## src/rtl/instr_dcd_wide.sv

```systemverilog
`default_nettype none
// ============================================================================
// instr_dcd_wide : SPI byte-stream header/data decoder driving register strobes
// Optional burst auto-increment via macro INSTR_DCD_WIDE_BURST_EN.
// Revision: 1.0
// ============================================================================
module instr_dcd_wide #(
    parameter int ADDR_W     = 6,
    parameter int DATA_BYTES = 2
) (
    input  logic                    clk,
    input  logic                    rst_n,
    input  logic                    cs_n,
    input  logic                    byte_sync,
    input  logic [7:0]              data_in,
    output logic [7:0]              data_out,
    output logic                    read,
    output logic                    write,
    output logic [ADDR_W-1:0]       addr,
    input  logic [8*DATA_BYTES-1:0] data_read,
    output logic [8*DATA_BYTES-1:0] data_write,
    output logic                    busy
);
    localparam int DW        = 8 * DATA_BYTES;
    localparam int HDR_BYTES = (ADDR_W <= 6) ? 1 : 2;
    localparam int MAX_BYTES = (HDR_BYTES > DATA_BYTES) ? HDR_BYTES : DATA_BYTES;
    localparam int IDX_W     = (MAX_BYTES > 1) ? $clog2(MAX_BYTES) : 1;

    localparam logic [IDX_W-1:0] HDR_LAST  = IDX_W'(HDR_BYTES - 1);
    localparam logic [IDX_W-1:0] DATA_LAST = IDX_W'(DATA_BYTES - 1);

    localparam logic [0:0] S_HDR  = 1'b0;
    localparam logic [0:0] S_DATA = 1'b1;

    logic [0:0]        state_q, state_d;
    logic [IDX_W-1:0]  idx_q, idx_d;
    logic              rw_q, hl_q, read_q, write_q, rd_dly_q;
    logic [ADDR_W-1:0] addr_q;
    logic [DW-1:0]     shadow_q, wdata_q;
    logic [ADDR_W-1:0] w_hdr_addr;
    logic              w_take, w_hdr_first, w_hdr_last, w_data_byte, w_word_last, w_rw_hdr;
    int                w_lane;

    assign w_take      = !cs_n && byte_sync;
    assign w_hdr_first = w_take && (state_q == S_HDR) && (idx_q == '0);
    assign w_hdr_last  = w_take && (state_q == S_HDR) && (idx_q == HDR_LAST);
    assign w_data_byte = w_take && (state_q == S_DATA);
    assign w_word_last = w_data_byte && (idx_q == DATA_LAST);
    // With a one-byte header rw arrives in the same byte that ends the header.
    assign w_rw_hdr    = (idx_q == '0) ? data_in[7] : rw_q;

    always_comb begin
        w_lane = hl_q ? (DATA_BYTES - 1 - int'(idx_q)) : int'(idx_q);
    end

    generate
        if (ADDR_W <= 8) begin : g_hdr_narrow
            assign w_hdr_addr = data_in[ADDR_W-1:0];
        end else begin : g_hdr_wide
            logic [5:0] hdr0_q;
            always_ff @(posedge clk or negedge rst_n) begin
                if (!rst_n) begin
                    hdr0_q <= '0;
                end else if (w_hdr_first) begin
                    hdr0_q <= data_in[5:0];
                end
            end
            assign w_hdr_addr = {hdr0_q[ADDR_W-9:0], data_in};
        end
    endgenerate

    always_ff @(posedge clk or negedge rst_n) begin
        if (!rst_n) begin
            state_q <= S_HDR;
            idx_q   <= '0;
        end else begin
            state_q <= state_d;
            idx_q   <= idx_d;
        end
    end

    always_comb begin
        state_d = state_q;
        idx_d   = idx_q;
        if (cs_n) begin
            state_d = S_HDR;
            idx_d   = '0;
        end else if (byte_sync) begin
            case (state_q)
                S_HDR: begin
                    if (idx_q == HDR_LAST) begin
                        state_d = S_DATA;
                        idx_d   = '0;
                    end else begin
                        idx_d = idx_q + 1'b1;
                    end
                end
                default: begin
                    if (idx_q == DATA_LAST) begin
                        idx_d = '0;
`ifdef INSTR_DCD_WIDE_BURST_EN
                        state_d = S_DATA;
`else
                        state_d = S_HDR;
`endif
                    end else begin
                        idx_d = idx_q + 1'b1;
                    end
                end
            endcase
        end
    end

    always_comb begin
        busy     = (state_q != S_HDR) || (idx_q != '0);
        data_out = '0;
        for (int b = 0; b < DATA_BYTES; b++) begin
            if (b == w_lane) data_out = shadow_q[8*b +: 8];
        end
    end

`ifdef INSTR_DCD_WIDE_BURST_EN
    logic inc_pend_q;
`endif

    always_ff @(posedge clk or negedge rst_n) begin
        if (!rst_n) begin
            rw_q     <= 1'b0;
            hl_q     <= 1'b0;
            read_q   <= 1'b0;
            write_q  <= 1'b0;
            rd_dly_q <= 1'b0;
            addr_q   <= '0;
            shadow_q <= '0;
            wdata_q  <= '0;
`ifdef INSTR_DCD_WIDE_BURST_EN
            inc_pend_q <= 1'b0;
`endif
        end else begin
            read_q   <= 1'b0;
            write_q  <= 1'b0;
            rd_dly_q <= read_q;
            // Register file returns data one cycle after the read strobe.
            if (rd_dly_q) shadow_q <= data_read;
            if (w_hdr_first) begin
                rw_q <= data_in[7];
                hl_q <= data_in[6];
            end
            if (w_hdr_last) begin
                addr_q <= w_hdr_addr;
                read_q <= ~w_rw_hdr;
            end
            if (w_data_byte && rw_q) begin
                for (int b = 0; b < DATA_BYTES; b++) begin
                    if (b == w_lane) wdata_q[8*b +: 8] <= data_in;
                end
            end
            if (w_word_last && rw_q) write_q <= 1'b1;
`ifdef INSTR_DCD_WIDE_BURST_EN
            // Write bursts step the address only after the strobe has been seen.
            inc_pend_q <= 1'b0;
            if (inc_pend_q && !cs_n) addr_q <= addr_q + 1'b1;
            if (w_word_last) begin
                if (rw_q) begin
                    inc_pend_q <= 1'b1;
                end else begin
                    addr_q <= addr_q + 1'b1;
                    read_q <= 1'b1;
                end
            end
`endif
        end
    end

    assign read       = read_q;
    assign write      = write_q;
    assign addr       = addr_q;
    assign data_write = wdata_q;

endmodule
`default_nettype wire

```

## config.mk

```make
export PLATFORM = sky130hd
export DESIGN_NAME = instr_dcd_wide
export DESIGN_NICKNAME = d
export VERILOG_FILES = /design/src/rtl/instr_dcd_wide.sv
export SDC_FILE = /design/constraint.sdc
export NUM_CORES = 1
export LEC_CHECK = 0
export BUFFER_PORTS_ARGS = -buffer_cell sky130_fd_sc_hd__buf_2
export CAP_MARGIN = 5
export CELL_PAD_IN_SITES_DETAIL_PLACEMENT = 0
export CELL_PAD_IN_SITES_GLOBAL_PLACEMENT = 1
export CORE_UTILIZATION = 35
export DETAILED_ROUTE_END_ITERATION = 7
export HOLD_SLACK_MARGIN = 0.15
export MAX_ROUTING_LAYER = met4
export PLACE_DENSITY = 0.76
export SLEW_MARGIN = 20
export SYNTH_ARGS = -nofsm -noshare
export SYNTH_HDL_FRONTEND = slang
export SYNTH_SLANG_ARGS = --single-unit
export TNS_END_PERCENT = 100
```

## constraint.sdc

```tcl
create_clock -name clk -period 1.6 [get_ports clk]
set_input_delay 0.32 -clock clk [delete_from_list [all_inputs] [get_ports clk]]
set_output_delay 0.32 -clock clk [all_outputs]
set_load 0.02 [all_outputs]
```

==> results by group, run 1 <==
Min path
  – Min-delay src: data_in[7]
  – Worst hold path depth: 2
  – Worst hold path class: in2reg
  – Hold Path Sink: read$_DFF_PN0_

Clock network
  – CTS tree: built
  – TritonCTS buffer count: 5
  – Max Root-Sink Buffers: 2
  – CTS root buf: clkbuf_8
  – Worst-skew pair later-pin latency: between 0.2 and 0.3 ns
  – Reg clk slew, reported paths: 0.09 ns
  – Htree depth: 2
  – Sink Count: 45

STA
  – Worst clock skew: 0.00605 ns
  – Fmax: 586 MHz
  – Slew @ Worst Pin: ~0.44 ns
  – Slew Viols, Final: 0
  – Worst setup margin: -0.106 ns
  – Slew HR: 70.8%
  – Crit path time final: 1.71 ns
  – Period utilization: 107%
  – RSZ-0062 raised after global routing: yes
  – Final setup viols: 9
  – Final Hold Vio Count: 0
  – Worst hold margin: 0.232 ns

Synth
  – Synth Cell Area: 1800 sq um
  – Count leader, synth: dfrtp_1
  – Mux contribution to synthesized area: 26.2%
  – Top cells by count, synth: dfrtp_1 (45), mux2_2 (41), nand2_1 (25)
  – Synth Net Count: 154
  – Top_reg_cell synth: dfrtp_1
  – Largest family of logic cells by synthesized area: multiplexers
  – Synth area leader: dfrtp_1
  – FF+latch count, synth: 45
  – XOR/XNOR Fraction of Synth Area: 1.80%
  – Distinct cells, synth: 15
  – Yosys warning count: 0
  – Cells after synthesis: 126
  – Synth area leaders: dfrtp_1 (62%), mux2_2 (26%), nand2_1 (5.2%)
  – Area share of the largest cell type after synthesis: 62.5%
  – Seq/Total Area, Yosys: 62.5%
  – Compound-gate portion of the synthesized area: 0%
  – Async SR Flop Fraction: 100%
  – Synth Area in Adders: 0%
  – Simple-Gate Fraction of Synth Area: under 10%
  – EDFF count, synth: 0
  – Syn avg cell area: 14.3 sq um

Run
  – Max-cap viol count: 0

Floorplanning
  – I/O pins: 61
  – Initial core utilization: 37.2%
  – Area of the core: a little under 5000 sq um
  – Die Height: 73.8 um
  – Num rows: 25
  – Die Area: 5440 sq um
  – DIE WIDTH: 73.8 um

Setup path
  – RR Startpoint: idx_q$_DFFE_PN0P_
  – Setup crit start kind: register
  – Slowest CP cell: dfrtp_2
  – R2R cell count: 4
  – Worst-path cell chain: xnor2_2 -> buf_6 -> nand2_2 -> nand2_2 -> buf_6
  – CP Capture Type: output pin
  – R2R setup slack: -0.02 ns
  – Reg2reg end: hl_q$_DFFE_PN0P_
  – WS Path Type: reg2out
  – Max FO, Critical Path: 8
  – Crit path arrival time: 1.39 ns
  – Critical Path RT: ~1.3 ns
  – Worst Path Buf+Inv: 2
  – Max incr delay on CP: 0.46 ns
  – Family with the most delay on the worst path: flip-flops

Route
  – Post-DRT Antenna Nets: 0
  – Initial drt markers: 30
  – DR pass1 iterations: 3
  – Final WL: 3740 um
  – Vias: 1234
  – DR WL/cell: between 10 and 15 um
  – DRC: 0
  – Vias per cell: 4.59

GRT
  – Vias in the first global route: about 1300
  – Largest net degree at the start of global routing: 28
  – GRT Total Usage: 15.9%
  – Met1 GRT Util: 18.7%
  – Global route hottest layer: met2
  – First-pass GRT wire length: 6200 um
  – M3 GR Usage: 5.08%
  – GR Util met2: 25.6%
  – Initial antenna violation count: 0
  – Global route overflow: 0

Layout
  – Area delta synth->final: 40.3%
  – Layout cells sized above 1: 68.3%
  – Fill count: ~440
  – Final nets: 229
  – Layout Cells excl Fill: roughly 270
  – Antenna Cells: 0

Power and ir drop
  – VDD IR-drop max: 0.00101 V
  – Leak: 1.24 nW
  – PwrDens: roughly 1600 nW/um^2

Place
  – Final GP Congestion: 0.818
  – # port buffers: 60
  – Setup WS pre-CTS: 0.0169 ns
  – Detailed placer's ending HPWL: 2770 um
  – Placed cell count: between 200 and 300

Outcome
  – Failing checks: setup timing
  – Status: finished, violations left
## routing by layer
layer,vias up,wire (um)
li1,572,-
met1,601,1640
met2,54,1800
met3,7,246
met4,0,59
met5,-,0
## power by group
group | total (mW) | internal (mW) | leakage, nW | switching (mW)
registers | 1.65 | 1.47 | 0.554 | 0.184
clock network | 0.853 | 0.467 | 0.0543 | 0.386
logic | 1.45 | 0.699 | 0.636 | 0.752
## worst max path at each step
| stage | startpoint | slack [ns] | cells after the start | to |
|---|---|---|---|---|
| after floorplan | idx_q$_DFFE_PN0P_ | 0.005 | 3 | addr[0]$_DFFE_PN0P_ |
| after global placement | hl_q$_DFFE_PN0P_ | 0.05 | 5 | data_write[0]$_DFFE_PN0P_ |
| after detailed placement | hl_q$_DFFE_PN0P_ | 0.02 | 5 | data_write[7]$_DFFE_PN0P_ |
| after CTS | idx_q$_DFFE_PN0P_ | -0.14 | 5 | data_out[2] |
| after global routing | hl_q$_DFFE_PN0P_ | -0.18 | 5 | data_out[2] |
| final | hl_q$_DFFE_PN0P_ | -0.11 | 5 | data_out[2] |
## what timing repair did
item,in CTS,in global routing
setup endpoints to repair,8,19
pin swaps,2,10
hold buffers,1,0
buffers inserted,0,1
endpoints found under the hold margin,18,0
gates cloned,0,1
gates resized for setup,19,20
## placed cells by master (no fill, tap or decap), drive strengths merged
cell and instances:
buf 68, dfrtp 45, mux2 41, nand2 25
clkbuf 6, nor2 5, xnor2 1, xor2 1
inv 1, nand4b 1, or2 1, nor3b 1
nor2b 1, mux2i 1, clkinv 1, bufinv 1
clkinvlp 1, dlygate4sd3 1
## cell families after synthesis
group	count (synthesis)
flip-flops	45
multiplexers	42
AND/OR/NAND/NOR	34
buffers and inverters	3
XOR/XNOR	2
## stage by stage
stage	total power, mW	area, sq um	utilization, %	setup TNS (ns)
after floorplan	2.43	1800	-	0
after global placement	2.89	2260	46.5	0
after detailed placement	2.93	2260	46.5	0
after CTS	3.92	2440	50.3	-1.07
after global routing	4.21	2530	52.2	-1.64
final	3.95	2530	52.2	-0.778
## worst register-to-register path, cell delays in order (launching register included)
cell and delay [ns]:
dfrtp_2 0.46, or2_4 0.26, nor3b_4 0.29, clkbuf_16 0.21, mux2_2 0.32
## cell type report
| class | count | area [sq um] | area share (%) |
|---|---|---|---|
| clock buffer | 5 | 68.8 | 2.72 |
| clock inverter | 3 | 46.3 | 1.83 |
| inverter | 1 | 3.75 | 0.148 |
| multi-input combinational | 78 | 721 | 28.5 |
| sequential | 45 | 1130 | 44.6 |
| tap | 67 | 83.8 | 3.31 |
| timing repair buffer | 70 | 478 | 18.9 |
Note: power is estimated with default switching activity, not from simulation.
==> run 2, diff against run 1 <==
--- a/config.mk
+++ b/config.mk
@@ -9,11 +9,11 @@
 export CAP_MARGIN = 5
 export CELL_PAD_IN_SITES_DETAIL_PLACEMENT = 0
 export CELL_PAD_IN_SITES_GLOBAL_PLACEMENT = 1
-export CORE_UTILIZATION = 35
+export CORE_UTILIZATION = 42
 export DETAILED_ROUTE_END_ITERATION = 7
 export HOLD_SLACK_MARGIN = 0.15
 export MAX_ROUTING_LAYER = met4
-export PLACE_DENSITY = 0.76
+export PLACE_DENSITY = 0.85
 export SLEW_MARGIN = 20
 export SYNTH_ARGS = -nofsm -noshare
 export SYNTH_HDL_FRONTEND = slang
==> constraint.sdc (replaced) <==
create_clock -name clk -period 2.2 [get_ports clk]
set_input_delay 0.44 -clock clk [delete_from_list [all_inputs] [get_ports clk]]
set_output_delay 0.44 -clock clk [all_outputs]
set_load 0.02 [all_outputs]
==> run 2 against run 1 <==
Compared with the run above: the run now ends clean; design area decreased by 10%; hold slack better by 0.062 ns; critical path depth shrank 1; register-to-register slack gained 0.52 ns; first-iteration DRC count up 33%; die area down 16%; critical path type unchanged.
==> results by group, run 2 (same netlist as run 1, synthesis figures left out) <==
Floorplanning
  – Die Height: between 60 and 70 um
  – Num rows: 23
  – Initial core utilization: 44.4%
  – DIE WIDTH: 67.5 um
  – Die Area: between 4000 and 5000 sq um
  – Area of the core: 4060 sq um
  – I/O pins: 61

Place
  – DP Area: 2160 sq um
  – Detailed placer's ending HPWL: 2540 um
  – Placed cell count: 234
  – Final GP Congestion: 0.783
  – # port buffers: 60
  – Setup WS pre-CTS: 0.403 ns

Layout
  – Layout cells sized above 1: 59.9%
  – Most frequent cells in the layout: buf_2 (60), dfrtp_1 (45), mux2_2 (41)
  – Antenna Cells: 0
  – Fin area: 2280 sq um
  – Leading cell type in the layout, fill and taps excluded: buf_2
  – Final nets: 219
  – Layout Cells excl Fill: between 200 and 250
  – Fill count: 347
  – Final core utilization: 56.1%
  – Area delta synth->final: 26.3%

Route
  – DRC: 0
  – Vias per cell: 4.96
  – Final WL: ~3500 um
  – Initial drt markers: 40
  – DR WL/cell: 14.3 um
  – Post-DRT Antenna Nets: 0
  – Vias: 1200
  – DR pass1 iterations: 4

Power and ir drop
  – VDD IR-drop max: 0.000622 V
  – Power, Total: 2.71 mW
  – PwrDens: 1190 nW/um^2
  – Leak: 1.14 nW

GRT
  – Initial antenna violation count: 0
  – Global route overflow: 0
  – First-pass GRT wire length: 5590 um
  – GRT Total Usage: 17.8%
  – Largest net degree at the start of global routing: 46
  – Vias in the first global route: 1218

Clock network
  – Htree depth: 2
  – CTS tree: built
  – Sink Count: 45
  – Number of hold buffers added after CTS: 0
  – Reg clk slew, reported paths: 0.08 ns
  – Post-CTS Repair Setup Buffers: 0
  – Worst-skew pair later-pin latency: 0.30 ns
  – CTS root buf: clkbuf_8
  – TritonCTS buffer count: 5
  – Post-CTS Resized: 0
  – Max Root-Sink Buffers: 2

Run
  – Max-cap viol count: 0

Setup path
  – Family with the most delay on the worst path: XOR/XNOR gates
  – Max incr delay on CP: 0.46 ns
  – WS Path Type: reg2out
  – Crit path from: hl_q$_DFFE_PN0P_
  – Critical Path RT: 1.76 ns
  – Worst Path Buf+Inv: 1
  – RR Startpoint: idx_q$_DFFE_PN0P_
  – Worst-path cell chain: xor2_2 -> nand2_1 -> nand2_1 -> buf_2
  – Setup crit start kind: register
  – CP Capture Type: output pin
  – Crit path arrival time: 1.58 ns
  – Cell repeated most along the worst path: nand2_1
  – Max FO, Critical Path: 9
  – Slowest CP cell: xor2_2

STA
  – Final setup viols: 0
  – Slew HR: between 30% and 40%
  – Worst setup margin: between 0.15 and 0.2 ns
  – Fmax: 495 MHz
  – Slew Viols, Final: 0
  – Period utilization: between 90% and 100%
  – Slew @ Worst Pin: 0.972 ns
  – Crit path time final: around 2 ns
  – Final Hold Vio Count: 0
  – Worst hold margin: 0.294 ns
  – Worst clock skew: 0.00642 ns
  – RSZ-0062 raised after global routing: no
  – Setup TNS: 0 ns

Outcome
  – Status: completed

Min path
  – Worst hold path class: in2async
[run 2: path summary, 6_finish.rpt]
path | end | slack, ns | cells past startpoint
hold reg to reg | rd_dly_q$_DFF_PN0_ | 0.38 | 0
min in group clk | read$_DFF_PN0_ | 0.33 | 2
hold / removal | hl_q$_DFFE_PN0P_ | 0.29 | 1
setup reg to reg | addr[3]$_DFFE_PN0P_ | 0.50 | 3
max in group asynchronous | shadow_q[0]$_DFFE_PN0P_ | 1.31 | 1
setup / recovery | data_out[5] | 0.18 | 4
[run 2: layout make-up]
cell class / instances / area [sq um] / area share (%)
Clock buffer: 6 / 82.6 / 3.63
Inverter: 1 / 3.75 / 0.165
Clock inverter: 2 / 37.5 / 1.65
Tap cell: 50 / 62.6 / 2.75
Sequential cell: 45 / 1130 / 49.5
Timing Repair Buffer: 60 / 300 / 13.2
Multi-Input combinational cell: 78 / 664 / 29.2
[run 2: per-layer routing]
| layer | track usage, % | part of all wire (%) | vias up |
|---|---|---|---|
| met1 | 20.5 | 41 | 592 |
| met4 | 6.38 | 1.0 | 0 |
| met3 | 6.08 | 8.4 | 4 |
| met2 | 28.7 | 49 | 46 |
| met5 | - | 0 | - |
| li1 | - | - | 558 |
[run 2: worst reg2reg max path, delay by kind of cell (launching register included)]
family | cells | cell delay (ns)
flops | 1 | 0.46
mux | 1 | 0.39
simple gates | 2 | 0.74
[run 2: power by group]
group,leakage [nW],total (mW),internal [mW],switching (mW)
sequential,0.556,1.19,1.06,0.125
combinational,0.530,0.887,0.376,0.511
clock,0.0574,0.638,0.369,0.269
==> run 3, diff against run 2 <==
--- a/config.mk
+++ b/config.mk
@@ -12,7 +12,6 @@
 export CORE_UTILIZATION = 42
 export DETAILED_ROUTE_END_ITERATION = 7
 export HOLD_SLACK_MARGIN = 0.15
-export MAX_ROUTING_LAYER = met4
 export PLACE_DENSITY = 0.85
 export SLEW_MARGIN = 20
 export SYNTH_ARGS = -nofsm -noshare
==> constraint.sdc (replaced) <==
create_clock -name clk -period 2.2 [get_ports clk]
set_input_delay 0.44 -clock clk [delete_from_list [all_inputs] [get_ports clk]]
set_output_delay 0.44 -clock clk [all_outputs]
set_load 0.05 [all_outputs]
==> run 3 against run 2 <==
Compared with the run above: register-to-register slack got worse by 0.13 ns; power increased by 12%; largest cell class unchanged; first-iteration DRC count decreased by 15%; via count increased by 0.33%; die area unchanged; clock-buffer cell count decreased by 1; cell count unchanged; largest power group is now combinational logic; non-clock buffer count increased by 2; wire length increased by 1.6%; critical path type unchanged.
==> results by group, run 3 (same netlist as run 1, synthesis figures left out) <==
Setup path
  – Reg2reg end: addr[5]$_DFFE_PN0P_
  – Crit path arrival time: about 1.6 ns
  – Setup crit start kind: register
  – RR Startpoint: idx_q$_DFFE_PN0P_
  – Slowest CP cell: dfrtp_1
  – Crit path from: hl_q$_DFFE_PN0P_
  – Max FO, Critical Path: 9
  – Max incr delay on CP: 0.56 ns
  – Worst-path cell chain: xor2_4 -> nand2_1 -> nand2_1 -> buf_2
  – R2R setup slack: approximately 0.37 ns
  – Family with the most delay on the worst path: flip-flops
  – WP depth: 4
  – Critical Path RT: roughly 1.8 ns
  – R2R cell count: 3
  – Critical path capture point: data_out[4]
  – WS Path Type: reg2out
  – CP Capture Type: output pin
  – Cell repeated most along the worst path: nand2_1
  – Worst Path Buf+Inv: 1

Clock network
  – Reg clk slew, reported paths: about 0.080 ns
  – Worst-skew pair later-pin latency: 0.29 ns
  – Sink Count: 45
  – CTS root buf: clkbuf_8
  – Max Root-Sink Buffers: 2
  – TritonCTS buffer count: 5
  – Post-CTS Repair Setup Buffers: 0
  – Htree depth: 2
  – CTS tree: built

GRT
  – Largest net degree at the start of global routing: 24
  – First-pass GRT wire length: 5930 um
  – GRT Total Usage: about 18%
  – Initial antenna violation count: 0
  – Vias in the first global route: 1254
  – Global route overflow: 0

Route
  – Final WL: 3520 um
  – DR WL/cell: 14.6 um
  – Vias: 1204
  – Post-DRT Antenna Nets: 0
  – DRC: 0
  – DR pass1 iterations: 2
  – Initial drt markers: 34
  – Vias per cell: 4.98

STA
  – Slew HR: 55.7%
  – Worst clock skew: 0.00600 ns
  – Slew @ Worst Pin: 0.664 ns
  – Setup TNS: 0 ns
  – Final Hold Vio Count: 0
  – Fmax: ~490 MHz
  – Slew Viols, Final: 0
  – Crit path time final: around 2.1 ns
  – Final setup viols: 0
  – Period utilization: 93.6%
  – RSZ-0062 raised after global routing: no

Floorplanning
  – I/O pins: just over 60
  – Num rows: 23
  – DIE WIDTH: 67.5 um
  – Initial core utilization: approximately 44%
  – Area of the core: 4060 sq um
  – Die Height: 67.5 um
  – Die Area: approximately 4600 sq um

Outcome
  – Status: completed

Layout
  – Antenna Cells: 0
  – Most frequent cells in the layout: buf_2 (60), dfrtp_1 (45), mux2_2 (41)
  – Final core utilization: 56.0%
  – FF+latch area: 1130 sq um
  – Final nets: ~220
  – Layout cells sized above 1: 59.4%
  – Area delta synth->final: 26.0%
  – Fill count: 358
  – Area of the multi-input gates: just under 700 sq um
  – Leading cell type in the layout, fill and taps excluded: buf_2
  – Layout Cells excl Fill: about 240

Place
  – # port buffers: 60
  – Placed cell count: 235
  – Detailed placer's ending HPWL: between 2000 and 3000 um
  – Final GP Congestion: 0.726

Power and ir drop
  – Leak: ~1.1 nW
  – VDD IR-drop max: 0.000782 V
  – PwrDens: 1340 nW/um^2

Min path
  – Worst hold path class: in2reg

Run
  – Max-cap viol count: 0
## run 3: worst min path at each step
stage / start / endpoint / slack, ns / depth (start not counted)
after floorplan: rst_n / addr[0]$_DFFE_PN0P_ / 0.14 / 0
after global placement: read$_DFF_PN0_ / rd_dly_q$_DFF_PN0_ / 0.37 / 0
after detailed placement: read$_DFF_PN0_ / rd_dly_q$_DFF_PN0_ / 0.37 / 0
after CTS: data_in[7] / read$_DFF_PN0_ / 0.34 / 2
after global routing: data_in[7] / read$_DFF_PN0_ / 0.34 / 2
final: data_in[7] / read$_DFF_PN0_ / 0.35 / 2
## run 3: cell type report
| type | count | share of cell area [%] |
|---|---|---|
| Sequential cell | 45 | 49.6 |
| Multi-Input combinational cell | 78 | 30.2 |
| Timing Repair Buffer | 62 | 14.0 |
| Clock buffer | 5 | 3.03 |
| Tap cell | 50 | 2.75 |
| Clock inverter | 1 | 0.220 |
| Inverter | 1 | 0.165 |
## run 3: metal layers
layer / GRT usage (%) / part of all wire, % / vias to the layer above
met2: 29.3 / 48 / 47
li1: - / - / 559
met4: 3.99 / 0.65 / 0
met3: 6.76 / 8.0 / 3
met1: 22.6 / 43 / 595
met5: 0 / 0 / -
## run 3: what timing repair did
| action | CTS | global route |
|---|---|---|
| hold buffers | 1 | 0 |
| endpoints found under the hold margin | 22 | 0 |
| resized for setup | 0 | 2 |
| setup endpoints to repair | 0 | 7 |
## run 3: per-stage QoR
stage / hold slack (ns) / power, mW / setup slack (ns) / instance area, sq um
after floorplan: 0.144 / 2.26 / 0.551 / 1800
final: 0.346 / 3.04 / 0.141 / 2270
after detailed placement: 0.368 / 2.60 / 0.384 / 2160
after global routing: 0.336 / 3.21 / 0.0177 / 2270
after global placement: 0.368 / 2.57 / 0.428 / 2160
after CTS: 0.337 / 3.07 / 0.0518 / 2250
## run 3: where the power goes
group,switching (mW),internal [mW]
clock network,0.244,0.209
logic,1.00,0.388
registers,0.136,1.06
total,1.38,1.66
